===== src/rtl/tlb_entry_pkg.sv =====
// Shared PTE flag definitions for the TLB entry queue: bit positions of the
// seven permission/fault flags and conversions between the flag struct and its stored vector.
package tlb_entry_pkg;

  localparam int PTE_FLAG_W = 7;

  localparam int FLAG_U        = 0;
  localparam int FLAG_AE_PTW   = 1;
  localparam int FLAG_AE_FINAL = 2;
  localparam int FLAG_PF       = 3;
  localparam int FLAG_GF       = 4;
  localparam int FLAG_SX       = 5;
  localparam int FLAG_PX       = 6;

  typedef logic [PTE_FLAG_W-1:0] pte_flag_vec_t;

  typedef struct packed {
    logic u;
    logic ae_ptw;
    logic ae_final;
    logic pf;
    logic gf;
    logic sx;
    logic px;
  } pte_flags_t;

  function automatic pte_flag_vec_t pack_flags(input pte_flags_t f);
    pte_flag_vec_t v;
    v                = '0;
    v[FLAG_U]        = f.u;
    v[FLAG_AE_PTW]   = f.ae_ptw;
    v[FLAG_AE_FINAL] = f.ae_final;
    v[FLAG_PF]       = f.pf;
    v[FLAG_GF]       = f.gf;
    v[FLAG_SX]       = f.sx;
    v[FLAG_PX]       = f.px;
    return v;
  endfunction

  function automatic pte_flags_t unpack_flags(input pte_flag_vec_t v);
    pte_flags_t f;
    f.u        = v[FLAG_U];
    f.ae_ptw   = v[FLAG_AE_PTW];
    f.ae_final = v[FLAG_AE_FINAL];
    f.pf       = v[FLAG_PF];
    f.gf       = v[FLAG_GF];
    f.sx       = v[FLAG_SX];
    f.px       = v[FLAG_PX];
    return f;
  endfunction

endpackage


===== src/rtl/tlb_entry_ptr.sv =====
// Modulo-DEPTH ring pointer with increment enable and synchronous clear;
// clear wins over increment.
module tlb_entry_ptr #(
    parameter  int DEPTH = 2,
    localparam int PTR_W = (DEPTH > 1) ? $clog2(DEPTH) : 1
) (
    input  logic             clock,
    input  logic             reset,
    input  logic             clr_i,
    input  logic             inc_i,
    output logic [PTR_W-1:0] ptr_o
);

    localparam logic [PTR_W-1:0] LAST = PTR_W'(DEPTH - 1);

    logic [PTR_W-1:0] ptr_q, ptr_d;

    // NOTE: combinational blocks use blocking '=' and assign a default first,
    // so every path drives ptr_d and no latch is inferred.
    always_comb begin
        ptr_d = ptr_q;
        if (clr_i) begin
            ptr_d = '0;
        end else if (inc_i) begin
            ptr_d = (ptr_q == LAST) ? '0 : ptr_q + PTR_W'(1);
        end
    end

    // NOTE: state registers use non-blocking '<=' so all flops sample
    // their inputs from the same pre-edge values.
    always_ff @(posedge clock or posedge reset) begin
        if (reset) begin
            ptr_q <= '0;
        end else begin
            ptr_q <= ptr_d;
        end
    end

    assign ptr_o = ptr_q;

endmodule


===== src/rtl/tlb_entry_queue.sv =====
// Registered elastic buffer for PTW-response PTEs (PPN plus seven flags) feeding
// TLB refill, with optional pipe/flow modes and a synchronous flush.
module tlb_entry_queue
    import tlb_entry_pkg::*;
#(
    parameter  int PPN_W = 20,
    parameter  int DEPTH = 2,
    parameter  bit PIPE  = 1'b0,
    parameter  bit FLOW  = 1'b0,
    localparam int CNT_W = $clog2(DEPTH + 1)
) (
    input  logic             clock,
    input  logic             reset,
    input  logic             io_enq_valid,
    output logic             io_enq_ready,
    input  logic [PPN_W-1:0] io_enq_bits_ppn,
    input  logic             io_enq_bits_u,
    input  logic             io_enq_bits_ae_ptw,
    input  logic             io_enq_bits_ae_final,
    input  logic             io_enq_bits_pf,
    input  logic             io_enq_bits_gf,
    input  logic             io_enq_bits_sx,
    input  logic             io_enq_bits_px,
    output logic             io_deq_valid,
    input  logic             io_deq_ready,
    output logic [PPN_W-1:0] io_deq_bits_ppn,
    output logic             io_deq_bits_u,
    output logic             io_deq_bits_ae_ptw,
    output logic             io_deq_bits_ae_final,
    output logic             io_deq_bits_pf,
    output logic             io_deq_bits_gf,
    output logic             io_deq_bits_sx,
    output logic             io_deq_bits_px,
    input  logic             io_flush,
    output logic [CNT_W-1:0] io_count
);

    localparam int PTR_W   = (DEPTH > 1) ? $clog2(DEPTH) : 1;
    localparam int ENTRY_W = PPN_W + PTE_FLAG_W;

    typedef logic [ENTRY_W-1:0] entry_t;

    entry_t           mem_q [DEPTH];
    logic [PTR_W-1:0] head, tail;
    logic             maybe_full_q, maybe_full_d;
    logic [CNT_W-1:0] count_q, count_d;

    logic       ptr_match, empty, full, flow_sel;
    logic       enq_fire, deq_fire, do_enq, do_deq;
    entry_t     wr_entry, rd_entry;
    pte_flags_t enq_flags, deq_flags;

    assign enq_flags = '{u:        io_enq_bits_u,
                         ae_ptw:   io_enq_bits_ae_ptw,
                         ae_final: io_enq_bits_ae_final,
                         pf:       io_enq_bits_pf,
                         gf:       io_enq_bits_gf,
                         sx:       io_enq_bits_sx,
                         px:       io_enq_bits_px};
    assign wr_entry  = {io_enq_bits_ppn, pack_flags(enq_flags)};

    assign ptr_match = (head == tail);
    assign empty     = ptr_match & ~maybe_full_q;
    assign full      = ptr_match &  maybe_full_q;
    assign flow_sel  = FLOW & empty;

    // Flush masks both handshakes so nothing can transfer in the flush cycle.
    assign io_enq_ready = ~io_flush & (~full  | (PIPE & io_deq_ready));
    assign io_deq_valid = ~io_flush & (~empty | (FLOW & io_enq_valid));

    assign enq_fire = io_enq_valid & io_enq_ready;
    assign deq_fire = io_deq_valid & io_deq_ready;
    // A flow-through transfer bypasses storage entirely.
    assign do_enq   = enq_fire & ~(flow_sel & deq_fire);
    assign do_deq   = deq_fire & ~empty;

    always_comb begin
        maybe_full_d = maybe_full_q;
        count_d      = count_q;
        if (io_flush) begin
            maybe_full_d = 1'b0;
            count_d      = '0;
        end else if (do_enq != do_deq) begin
            maybe_full_d = do_enq;
            count_d      = do_enq ? count_q + CNT_W'(1) : count_q - CNT_W'(1);
        end
    end

    always_ff @(posedge clock or posedge reset) begin
        if (reset) begin
            maybe_full_q <= 1'b0;
            count_q      <= '0;
        end else begin
            maybe_full_q <= maybe_full_d;
            count_q      <= count_d;
        end
    end

    // NOTE: the payload array has no reset; validity is tracked solely by the
    // pointers and maybe_full, so clearing it would only cost reset fan-out.
    always_ff @(posedge clock) begin
        if (do_enq) begin
            mem_q[tail] <= wr_entry;
        end
    end

    tlb_entry_ptr #(.DEPTH(DEPTH)) u_head_ptr (
        .clock (clock),
        .reset (reset),
        .clr_i (io_flush),
        .inc_i (do_deq),
        .ptr_o (head)
    );

    tlb_entry_ptr #(.DEPTH(DEPTH)) u_tail_ptr (
        .clock (clock),
        .reset (reset),
        .clr_i (io_flush),
        .inc_i (do_enq),
        .ptr_o (tail)
    );

    assign rd_entry        = flow_sel ? wr_entry : mem_q[head];
    assign io_deq_bits_ppn = rd_entry[ENTRY_W-1 -: PPN_W];
    assign deq_flags       = unpack_flags(rd_entry[PTE_FLAG_W-1:0]);

    assign io_deq_bits_u        = deq_flags.u;
    assign io_deq_bits_ae_ptw   = deq_flags.ae_ptw;
    assign io_deq_bits_ae_final = deq_flags.ae_final;
    assign io_deq_bits_pf       = deq_flags.pf;
    assign io_deq_bits_gf       = deq_flags.gf;
    assign io_deq_bits_sx       = deq_flags.sx;
    assign io_deq_bits_px       = deq_flags.px;
    assign io_count             = count_q;

endmodule


===== config.mk =====
export PLATFORM = sky130hd
export DESIGN_NAME = tlb_entry_queue
export DESIGN_NICKNAME = d
export VERILOG_FILES = /design/src/rtl/tlb_entry_pkg.sv /design/src/rtl/tlb_entry_ptr.sv /design/src/rtl/tlb_entry_queue.sv
export SDC_FILE = /design/constraint.sdc
export NUM_CORES = 1
export LEC_CHECK = 0
export CAP_MARGIN = 15
export CORE_MARGIN = 2
export CORE_UTILIZATION = 45
export DETAILED_ROUTE_END_ITERATION = 7
export PLACE_DENSITY = 0.72
export SLEW_MARGIN = 20
export SYNTH_ARGS = -nofsm -noshare
export SYNTH_HDL_FRONTEND = slang
export SYNTH_HIERARCHICAL = 1
export SYNTH_SLANG_ARGS = --single-unit

===== constraint.sdc =====
create_clock -name clock -period 2.2 [get_ports clock]
set_clock_uncertainty 0.05 [all_clocks]
set_input_delay 0.22 -clock clock [delete_from_list [all_inputs] [get_ports clock]]
set_output_delay 0.22 -clock clock [all_outputs]
set_load 0.005 [all_outputs]

==> tab_implementation.tex, run 1 <==
\begin{tabular}{lr}
\hline
Metric & Value \\
\hline
\multicolumn{2}{l}{\textbf{Timing}} \\
\quad Max frequency & 0.4776 GHz \\
\quad Setup tns final & 0 ps \\
\quad Final hold violations & 0 \\
\quad Clock period minus final worst setup slack & 2094 ps \\
\quad Final worst path period share & 0.9516 \\
\quad Max-slew headroom at the worst pin & 0.6531 \\
\quad Slew at the pin with the worst max-slew slack & 507.2 ps \\
\quad RSZ-0062 raised after global routing & false \\
\quad Number of pins with negative max-slew slack in the final report & 0 \\
\quad Setup Viol. Count Final & 0 \\
\multicolumn{2}{l}{\textbf{Synthesis}} \\
\quad Number of synthesized register bits & 59 \\
\quad Warning count from the yosys run & 6 \\
\quad Synth top area cells & sky130\_fd\_sc\_hd\_\_edfxtp\_1, sky130\_fd\_sc\_hd\_\_mux2\_2, sky130\_fd\_sc\_hd\_\_dfrtp\_1 \\
\quad Synth unique cells & 29 \\
\quad Sequential element share of the synthesized area & 0.7375 \\
\quad Yosys top cell area share & 0.6846 \\
\quad Average cell area after synthesis & 17.42 sq um \\
\quad Synthesized cell area & 2369 sq um \\
\quad Synth area leader & sky130\_fd\_sc\_hd\_\_edfxtp\_1 \\
\quad Synthesized netlist net count & 168 \\
\quad Post-synthesis instance total & 136 \\
\multicolumn{2}{l}{\textbf{CTS}} \\
\quad Post-CTS setup repair buffer count & 0 \\
\quad Cts repair resizes & 0 \\
\quad TritonCTS clock tree & done \\
\quad Root Driver & sky130\_fd\_sc\_hd\_\_clkbuf\_8 \\
\quad Maximum clock path buffer count & 2 \\
\quad Clock slew at reported path FFs & 60 ps \\
\quad Clock latency at the later pin of the worst-skew pair & 320 ps \\
\quad Number of clock sinks & 59 \\
\quad Num CTS Buffers & 9 \\
\quad Maximum level of the CTS H-tree & 3 \\
\quad Post-CTS Hold Buffers & 0 \\
\multicolumn{2}{l}{\textbf{Floorplanning}} \\
\quad Die area & 5860 sq um \\
\quad Area of the core region & 5107 sq um \\
\quad Num ports & 63 \\
\quad Initial core utilization & 0.4637 \\
\quad Die span in y & 76.55 um \\
\quad Placement Rows & 26 \\
\quad Die width & 76.55 um \\
\multicolumn{2}{l}{\textbf{Final layout}} \\
\quad Nets & 243 \\
\quad Non-filler instance count after layout & 285 \\
\quad Highest-count cells in the layout ignoring fill and taps & sky130\_fd\_sc\_hd\_\_clkdlybuf4s50\_1, sky130\_fd\_sc\_hd\_\_edfxtp\_1, sky130\_fd\_sc\_hd\_\_mux2\_2, sky130\_fd\_sc\_hd\_\_clkbuf\_8, sky130\_fd\_sc\_hd\_\_inv\_1 \\
\quad ANT cells & 0 \\
\quad Growth of design area from synthesis to finish & 40.20\% \\
\quad Most frequent standard cell in the layout excluding fill and tap cells & sky130\_fd\_sc\_hd\_\_clkdlybuf4s50\_1 \\
\quad Share of final-layout standard cells stronger than drive strength 1 & 0.2419 \\
\multicolumn{2}{l}{\textbf{Setup path}} \\
\quad R2r setup slk & 410 ps \\
\quad R2r endpoint & mem\_q[1][0] \\
\quad Setup crit end kind & output pin \\
\quad Beginning of the worst register-to-register path & u\_tail\_ptr/ptr\_o \\
\quad Required arrival time at the worst endpoint & 1930 ps \\
\quad CP Data Arrival Time & 1820 ps \\
\quad Critical path startpoint category & flip-flop \\
\quad Logic depth of the worst register-to-register path & 5 \\
\quad Type of the setup path with the least slack & flip-flop to output pin \\
\quad Maximum fanout count along the critical path & 29 \\
\multicolumn{2}{l}{\textbf{Run}} \\
\quad Max-Cap Viols & 0 \\
\multicolumn{2}{l}{\textbf{Power}} \\
\quad Maximum ir drop on the vdd rail & 0.0003907 V \\
\quad P\_sw & 0.0005593 W \\
\quad Combinational cell fraction of total power & 0.156 \\
\quad Areal power density over the cells & 782.5 nW/um\^{}2 \\
\quad Sequential share of power & 0.507 \\
\quad Clock share of power & 0.337 \\
\quad Design internal power & 0.002039 W \\
\quad Switch share & 0.2152 \\
\quad Leakage power summed over all cells & 1.139 nW \\
\multicolumn{2}{l}{\textbf{Place}} \\
\quad HPWL after DPL & 3278 um \\
\quad \# port buffers & 62 \\
\quad Routability cong. & 0.7532 \\
\quad Cell count after placement & 270 \\
\multicolumn{2}{l}{\textbf{Global routing}} \\
\quad GRT Total Usage & 0.1707 \\
\quad Maximum number of pins on one net before global-route repair & 30 \\
\quad Number of antenna violations at the first check in global routing & 0 \\
\quad Global-route wire length before repair & 7452 um \\
\quad Remaining Overflow, GRT & 0 \\
\quad Via count of the first global-routing pass & 1,569 \\
\multicolumn{2}{l}{\textbf{Detailed routing}} \\
\quad Post-DRT Antenna Nets & 0 \\
\quad Total wire length after detailed routing & 4686 um \\
\quad Via density per instance & 5.046 \\
\quad 1st-iter DRT viols & 79 \\
\quad DRC violation count after routing & 0 \\
\quad Detailed Routing Iterations Pass 1 & 4 \\
\quad Vias & 1,438 \\
\quad WL/cell & 16.44 um \\
\multicolumn{2}{l}{\textbf{Run status}} \\
\quad Status & complete, no violations \\
\multicolumn{2}{l}{\textbf{Hold path}} \\
\quad Type of the most critical hold path & input port to asynchronous set/reset pin \\
\hline
\end{tabular}
stage by stage:
step                      setup WS [ps]  utilization  total power, W  area [sq um]  hold WS, ps
final                             106.4       0.6502        0.002598          3321        60.60
after global routing              20.65       0.6502        0.002709          3321        66.72
after CTS                         86.98       0.6492        0.002621          3316        50.52
after detailed placement          284.4       0.6151        0.001742          3142        407.5
after global placement            359.2       0.6151        0.001729          3142        396.5
after floorplan                   260.8            -        0.001500          2369       -101.3
synth_stat cells, drive strengths merged:
library cell	count
edfxtp	54
mux2	27
inv	7
buf	5
dfrtp	5
nor4	4
nand2	3
nand2b	3
nor2	3
xnor2	3
a21oi	2
and2	2
mux2i	2
nor3	2
o21ai	2
o32ai	2
or4b	2
a2111oi	1
a211oi	1
a22oi	1
and2b	1
and3	1
nand3	1
o311ai	1
xor2	1
power by group through the flow:
stage | combinational [W] | sequential [W] | clock, W
3_3_place_gp | 0.000393 | 0.00134 | 0
2_1_floorplan | 0.000170 | 0.00133 | 0
4_1_cts | 0.000406 | 0.00132 | 0.000897
6_report | 0.000405 | 0.00132 | 0.000875
5_1_grt | 0.000435 | 0.00132 | 0.000951
3_5_place_dp | 0.000403 | 0.00134 | 0
area by class of cell:
class / count / area, sq um
inverter: 7 / 26.28
clock inverter: 4 / 42.54
sequential: 59 / 1748
timing repair buffer: 69 / 710.7
multi-input combinational: 65 / 574.3
tap: 70 / 87.58
fill: 360 / 1787
clock buffer: 11 / 131.4
per-layer routing:
| metal | global-route usage | part of all wire | vias to the layer above |
|---|---|---|---|
| met2 | 0.2876 | 0.52 | 60 |
| met5 | 0 | 0 | - |
| met4 | 0.07818 | 0.021 | 0 |
| met3 | 0.06280 | 0.053 | 8 |
| met1 | 0.1937 | 0.41 | 696 |
| li1 | - | - | 674 |
critical path, stage by stage, from the launching register on:
cell and delay (ps):
sky130_fd_sc_hd__dfrtp_1 430, sky130_fd_sc_hd__buf_12 230, sky130_fd_sc_hd__mux2_2 370, sky130_fd_sc_hd__clkdlybuf4s50_1 450
sequential cells by signal, summed over array words and instances (netlist names):
signal	count
mem_q	54
io_count	2
maybe_full_q	1
u_head_ptr/ptr_o	1
u_tail_ptr/ptr_o	1
worst max-delay path by stage:
stage	start	end	slack (ps)	cells after the start
finish	u_head_ptr/ptr_o	io_deq_bits_ppn[7]	110	3
CTS	u_tail_ptr/ptr_o	io_enq_ready	90	4
floorplan	u_tail_ptr/ptr_o	mem_q[0][0]	260	4
global placement	io_flush	io_count[0]	360	6
detailed placement	io_enq_valid	mem_q[0][4]	280	4
global route	u_tail_ptr/ptr_o	io_deq_valid	20	4
cell families (layout without fill, tap and decap cells):
| group | after synthesis | in the layout | share of synthesized area |
|---|---|---|---|
| buffers and inverters | 12 | 91 | 0.02166 |
| muxes | 29 | 29 | 0.1368 |
| DFF | 59 | 59 | 0.7375 |
| and+or+nand+nor | 22 | 22 | 0.05494 |
| xor gates and xnor gates | 4 | 4 | 0.01796 |
| AOI/OAI and AO/OA | 10 | 10 | 0.03117 |
Note: power is estimated with default switching activity, not from simulation.
==> run 2, diff against run 1 <==
--- a/config.mk
+++ b/config.mk
@@ -7,9 +7,10 @@
 export LEC_CHECK = 0
 export CAP_MARGIN = 15
 export CORE_MARGIN = 2
-export CORE_UTILIZATION = 45
+export CORE_UTILIZATION = 48
 export DETAILED_ROUTE_END_ITERATION = 7
-export PLACE_DENSITY = 0.72
+export HOLD_SLACK_MARGIN = 0.06
+export PLACE_DENSITY = 0.76
 export SLEW_MARGIN = 20
 export SYNTH_ARGS = -nofsm -noshare
 export SYNTH_HDL_FRONTEND = slang
==> tab_implementation.tex, run 2 (synthesis results as in run 1) <==
\begin{tabular}{lr}
\hline
Metric & Value \\
\hline
\multicolumn{2}{l}{\textbf{CTS}} \\
\quad Clock slew at reported path FFs & 60 ps \\
\quad Clock latency at the later pin of the worst-skew pair & 330 ps \\
\quad Maximum clock path buffer count & 2 \\
\quad TritonCTS clock tree & done \\
\quad Num CTS Buffers & 9 \\
\quad Root Driver & sky130\_fd\_sc\_hd\_\_clkbuf\_8 \\
\quad Maximum level of the CTS H-tree & 3 \\
\quad Number of clock sinks & 59 \\
\multicolumn{2}{l}{\textbf{Global routing}} \\
\quad Maximum number of pins on one net before global-route repair & 30 \\
\quad Remaining Overflow, GRT & 0 \\
\quad Via count of the first global-routing pass & 1,426 \\
\quad Global-route wire length before repair & 6520 um \\
\quad GRT Total Usage & 0.1694 \\
\quad Number of antenna violations at the first check in global routing & 0 \\
\multicolumn{2}{l}{\textbf{Setup path}} \\
\quad Type of the setup path with the least slack & flip-flop to output pin \\
\quad Setup crit end kind & output pin \\
\quad Maximum fanout count along the critical path & 5 \\
\quad Chain of cells forming the critical path & xnor2\_1 > buf\_4 > a21oi\_2 > clkdlybuf4s50\_1 \\
\quad Critical path startpoint category & flip-flop \\
\quad Maximum cell stage delay along the critical path & 520 ps \\
\quad Required arrival time at the worst endpoint & 1930 ps \\
\quad Slowest cell on the critical path & sky130\_fd\_sc\_hd\_\_clkdlybuf4s50\_1 \\
\quad CP Data Arrival Time & 1820 ps \\
\multicolumn{2}{l}{\textbf{Final layout}} \\
\quad \# fillers & 333 \\
\quad Register name with the most flops & mem\_q \\
\quad Share of final-layout standard cells stronger than drive strength 1 & 0.2326 \\
\quad ANT cells & 0 \\
\quad Nets & 243 \\
\quad Non-filler instance count after layout & 282 \\
\quad Most frequent standard cell in the layout excluding fill and tap cells & sky130\_fd\_sc\_hd\_\_clkdlybuf4s50\_1 \\
\quad Highest-count cells in the layout ignoring fill and taps & sky130\_fd\_sc\_hd\_\_clkdlybuf4s50\_1, sky130\_fd\_sc\_hd\_\_edfxtp\_1, sky130\_fd\_sc\_hd\_\_mux2\_2, sky130\_fd\_sc\_hd\_\_clkbuf\_8, sky130\_fd\_sc\_hd\_\_inv\_1 \\
\quad Max FFs per register & 54 \\
\quad Growth of design area from synthesis to finish & 39.04\% \\
\multicolumn{2}{l}{\textbf{Detailed routing}} \\
\quad Via density per instance & 5.103 \\
\quad DRC violation count after routing & 0 \\
\quad WL/cell & 15.89 um \\
\quad Vias & 1,439 \\
\quad Detailed Routing Iterations Pass 1 & 4 \\
\quad Total wire length after detailed routing & 4482 um \\
\quad 1st-iter DRT viols & 87 \\
\quad Post-DRT Antenna Nets & 0 \\
\multicolumn{2}{l}{\textbf{Place}} \\
\quad HPWL after DPL & 2988 um \\
\quad Routability cong. & 0.9110 \\
\quad \# port buffers & 62 \\
\quad Cell count after placement & 266 \\
\multicolumn{2}{l}{\textbf{Timing}} \\
\quad Max frequency & 0.4783 GHz \\
\quad Slew at the pin with the worst max-slew slack & 384.9 ps \\
\quad RSZ-0062 raised after global routing & false \\
\quad Number of pins with negative max-slew slack in the final report & 0 \\
\quad Final hold violations & 0 \\
\quad Setup Viol. Count Final & 0 \\
\quad Final hold slack & 425.8 ps \\
\quad Max-slew headroom at the worst pin & 0.7368 \\
\quad Clock period minus final worst setup slack & 2091 ps \\
\quad Final worst path period share & 0.9503 \\
\quad Setup tns final & 0 ps \\
\multicolumn{2}{l}{\textbf{Run}} \\
\quad Max-Cap Viols & 0 \\
\multicolumn{2}{l}{\textbf{Power}} \\
\quad Areal power density over the cells & 753.3 nW/um\^{}2 \\
\quad Maximum ir drop on the vdd rail & 0.0004534 V \\
\quad Leakage power summed over all cells & 1.130 nW \\
\multicolumn{2}{l}{\textbf{Floorplanning}} \\
\quad Area of the core region & 4755 sq um \\
\quad Die span in y & 74.25 um \\
\quad Die width & 74.25 um \\
\quad Num ports & 63 \\
\quad Die area & 5512 sq um \\
\quad Initial core utilization & 0.4982 \\
\quad Placement Rows & 25 \\
\multicolumn{2}{l}{\textbf{Hold path}} \\
\quad Type of the most critical hold path & input port to flip-flop \\
\multicolumn{2}{l}{\textbf{Run status}} \\
\quad Status & complete, no violations \\
\hline
\end{tabular}
run 2: layout make-up:
class	count	area, sq um	share of cell area
well taps	67	83.83	0.02546
clock inverters	5	21.27	0.006459
clock buffers	10	127.6	0.03875
repair buffers	69	713.2	0.2166
flip-flops and latches	59	1747	0.5304
multi-input cells	65	574.3	0.1744
inverters	7	26.28	0.007979
run 2: what timing repair did:
| item | CTS | global route |
|---|---|---|
| endpoints found under the hold margin | 2 | 0 |
| endpoints found under the setup margin | 0 | 1 |
| buffers inserted | 0 | 0 |
| hold buffers | 1 | 0 |
| gates resized for setup | 0 | 1 |
run 2: path summary, 6_finish.rpt:
| check | slack, ps | cells after the start | from | end |
|---|---|---|---|---|
| max reg2reg | 410 | 5 | u_tail_ptr/ptr_o | io_count[1] |
| min reg2reg | 580 | 2 | io_count[1] | io_count[1] |
| min | 430 | 1 | io_enq_bits_gf | mem_q[0][4] |
| max in group asynchronous | 1340 | 3 | reset | io_count[0] |
| max | 110 | 4 | u_tail_ptr/ptr_o | io_deq_valid |
| min in group asynchronous | 590 | 3 | reset | u_tail_ptr/ptr_o |
run 2: critical path: cells and delay by family (launching register included):
kind            cells  cell delay, ps
buf+inv             2             690
flops               1             450
xor+xnor            1             190
compound gates      1             160
run 2: where the power goes:
group / internal (W) / switching, W
combinational: 0.000247 / 0.000155
clock: 0.000386 / 0.000377
sequential: 0.00128 / 0.0000313
total: 0.00192 / 0.000564
run 2: routing by layer:
layer	vias up	global-route usage	wire (um)
li1	673	-	-
met1	693	0.1943	1874
met2	69	0.2669	2222
met3	4	0.08943	334
met4	0	0.07341	50
met5	-	0	0
run 2: stage by stage:
stage | area (sq um) | util | worst slack, ps | power [W]
floorplan | 2369 | - | 260.8 | 0.001500
global placement | 3131 | 0.6584 | 331.8 | 0.001724
detailed placement | 3131 | 0.6584 | 285.0 | 0.001738
CTS | 3289 | 0.6918 | 113.3 | 0.002502
global route | 3293 | 0.6926 | 18.03 | 0.002596
finish | 3293 | 0.6926 | 109.3 | 0.002481
==> run 3, diff against run 2 <==
--- a/config.mk
+++ b/config.mk
@@ -6,11 +6,12 @@
 export NUM_CORES = 1
 export LEC_CHECK = 0
 export CAP_MARGIN = 15
-export CORE_MARGIN = 2
+export CORE_MARGIN = 8
 export CORE_UTILIZATION = 48
 export DETAILED_ROUTE_END_ITERATION = 7
 export HOLD_SLACK_MARGIN = 0.06
 export PLACE_DENSITY = 0.76
+export SKIP_CTS_REPAIR_TIMING = 1
 export SLEW_MARGIN = 20
 export SYNTH_ARGS = -nofsm -noshare
 export SYNTH_HDL_FRONTEND = slang
==> tab_implementation.tex, run 3 (synthesis results as in run 1) <==
\begin{tabular}{lr}
\hline
Metric & Value \\
\hline
\multicolumn{2}{l}{\textbf{Timing}} \\
\quad Setup Viol. Count Final & 0 \\
\quad Slew at the pin with the worst max-slew slack & 471.3 ps \\
\quad Final hold violations & 0 \\
\quad Number of pins with negative max-slew slack in the final report & 0 \\
\quad RSZ-0062 raised after global routing & false \\
\quad Max-slew headroom at the worst pin & 0.6777 \\
\quad Max frequency & 0.4806 GHz \\
\quad Clock period minus final worst setup slack & 2081 ps \\
\quad Final worst path period share & 0.9459 \\
\quad Setup tns final & 0 ps \\
\multicolumn{2}{l}{\textbf{Final layout}} \\
\quad Sequential Area & 1748 sq um \\
\quad ANT cells & 0 \\
\quad \# fillers & 331 \\
\quad Register name with the most flops & mem\_q \\
\quad Combined area of the multi-input logic cells & 574.3 sq um \\
\quad Growth of design area from synthesis to finish & 38.51\% \\
\quad Share of final-layout standard cells stronger than drive strength 1 & 0.2465 \\
\quad Nets & 243 \\
\quad Highest-count cells in the layout ignoring fill and taps & sky130\_fd\_sc\_hd\_\_clkdlybuf4s50\_1, sky130\_fd\_sc\_hd\_\_edfxtp\_1, sky130\_fd\_sc\_hd\_\_mux2\_2, sky130\_fd\_sc\_hd\_\_clkbuf\_8, sky130\_fd\_sc\_hd\_\_inv\_1 \\
\quad Most frequent standard cell in the layout excluding fill and tap cells & sky130\_fd\_sc\_hd\_\_clkdlybuf4s50\_1 \\
\quad Non-filler instance count after layout & 282 \\
\quad Max FFs per register & 54 \\
\multicolumn{2}{l}{\textbf{CTS}} \\
\quad Clock latency at the later pin of the worst-skew pair & 320 ps \\
\quad Clock slew at reported path FFs & 60 ps \\
\quad TritonCTS clock tree & done \\
\quad Root Driver & sky130\_fd\_sc\_hd\_\_clkbuf\_8 \\
\quad Maximum level of the CTS H-tree & 3 \\
\quad Number of clock sinks & 59 \\
\quad Num CTS Buffers & 9 \\
\quad Maximum clock path buffer count & 2 \\
\multicolumn{2}{l}{\textbf{Floorplanning}} \\
\quad Die span in y & 86.25 um \\
\quad Die area & 7438 sq um \\
\quad Num ports & 63 \\
\quad Initial core utilization & 0.4982 \\
\quad Area of the core region & 4755 sq um \\
\quad Placement Rows & 25 \\
\quad Die width & 86.25 um \\
\multicolumn{2}{l}{\textbf{Setup path}} \\
\quad Required arrival time at the worst endpoint & 1930 ps \\
\quad Setup crit end kind & output pin \\
\quad Maximum cell stage delay along the critical path & 520 ps \\
\quad Type of the setup path with the least slack & flip-flop to output pin \\
\quad Maximum fanout count along the critical path & 5 \\
\quad Slowest cell on the critical path & sky130\_fd\_sc\_hd\_\_clkdlybuf4s50\_1 \\
\quad Chain of cells forming the critical path & xnor2\_1 > buf\_4 > a21oi\_2 > clkdlybuf4s50\_1 \\
\quad R2r setup slk & 360 ps \\
\quad CP Data Arrival Time & 1810 ps \\
\quad Critical path startpoint category & flip-flop \\
\multicolumn{2}{l}{\textbf{Global routing}} \\
\quad Global-route wire length before repair & 7645 um \\
\quad Via count of the first global-routing pass & 1,591 \\
\quad GRT Total Usage & 0.1382 \\
\quad Number of antenna violations at the first check in global routing & 0 \\
\quad Maximum number of pins on one net before global-route repair & 28 \\
\quad Remaining Overflow, GRT & 0 \\
\multicolumn{2}{l}{\textbf{Power}} \\
\quad Switch share & 0.2245 \\
\quad Maximum ir drop on the vdd rail & 0.0004533 V \\
\quad Combinational cell fraction of total power & 0.164 \\
\quad Leakage power summed over all cells & 1.129 nW \\
\quad Areal power density over the cells & 755.0 nW/um\^{}2 \\
\quad Design internal power & 0.001921 W \\
\quad Clock share of power & 0.305 \\
\quad Sequential share of power & 0.532 \\
\quad P\_sw & 0.0005561 W \\
\multicolumn{2}{l}{\textbf{Run status}} \\
\quad Status & complete, no violations \\
\multicolumn{2}{l}{\textbf{Place}} \\
\quad Cell count after placement & 267 \\
\quad \# port buffers & 62 \\
\quad Routability cong. & 0.8739 \\
\quad HPWL after DPL & 3580 um \\
\multicolumn{2}{l}{\textbf{Detailed routing}} \\
\quad Total wire length after detailed routing & 4893 um \\
\quad DRC violation count after routing & 0 \\
\quad WL/cell & 17.35 um \\
\quad 1st-iter DRT viols & 102 \\
\quad Post-DRT Antenna Nets & 0 \\
\quad Via density per instance & 5.131 \\
\quad Vias & 1,447 \\
\quad Detailed Routing Iterations Pass 1 & 4 \\
\multicolumn{2}{l}{\textbf{Run}} \\
\quad Max-Cap Viols & 0 \\
\multicolumn{2}{l}{\textbf{Hold path}} \\
\quad Type of the most critical hold path & input port to asynchronous set/reset pin \\
\hline
\end{tabular}
==> run 3: power groups by stage <==
stage / Combinational, W / Clock, W / Sequential [W]
2_1_floorplan: 0.000170 / 0 / 0.00133
3_3_place_gp: 0.000392 / 0 / 0.00133
3_5_place_dp: 0.000405 / 0 / 0.00134
4_1_cts: 0.000409 / 0.000779 / 0.00132
5_1_grt: 0.000437 / 0.000828 / 0.00132
6_report: 0.000405 / 0.000754 / 0.00132
==> run 3: per-stage QoR <==
stage	area, sq um	hold slack (ps)	util	setup WS, ps	power (W)
finish	3281	76.97	0.6900	119.1	0.002477
global route	3281	69.42	0.6900	21.31	0.002586
CTS	3276	63.64	0.6889	69.69	0.002505
detailed placement	3126	408.6	0.6574	209.2	0.001745
global placement	3126	409.5	0.6574	318.7	0.001725
floorplan	2369	-101.3	-	260.8	0.001500
==> run 3: layer usage <==
metal	up-vias	wire length, um	track usage
met5	-	0	0
met1	706	1795	0.1361
li1	673	-	-
met2	60	2572	0.2421
met3	8	437	0.06427
met4	0	89	0.06260
==> run 3: area by class of cell <==
type | count | area share
sequential | 59 | 0.5328
inverter | 7 | 0.008009
tap | 67 | 0.02555
timing repair buffer | 69 | 0.2128
clock buffer | 11 | 0.04005
multi-input combinational | 65 | 0.1751
clock inverter | 4 | 0.005721
==> run 3: critical path, delay by kind of cell (launching register included) <==
kind,cells,cell delay [ps]
compound gates,1,170
buf+inv,2,690
xor+xnor,1,180
flops,1,450
==> run 3: worst paths after layout <==
path / from / depth (start not counted) / end
min reg2reg: u_tail_ptr/ptr_o / 2 / u_tail_ptr/ptr_o
max: u_tail_ptr/ptr_o / 4 / io_deq_valid
max in group asynchronous: reset / 2 / maybe_full_q
min in group clock: io_enq_bits_ppn[14] / 1 / mem_q[1][21]
min: reset / 2 / u_tail_ptr/ptr_o
max reg2reg: u_tail_ptr/ptr_o / 5 / io_count[1]
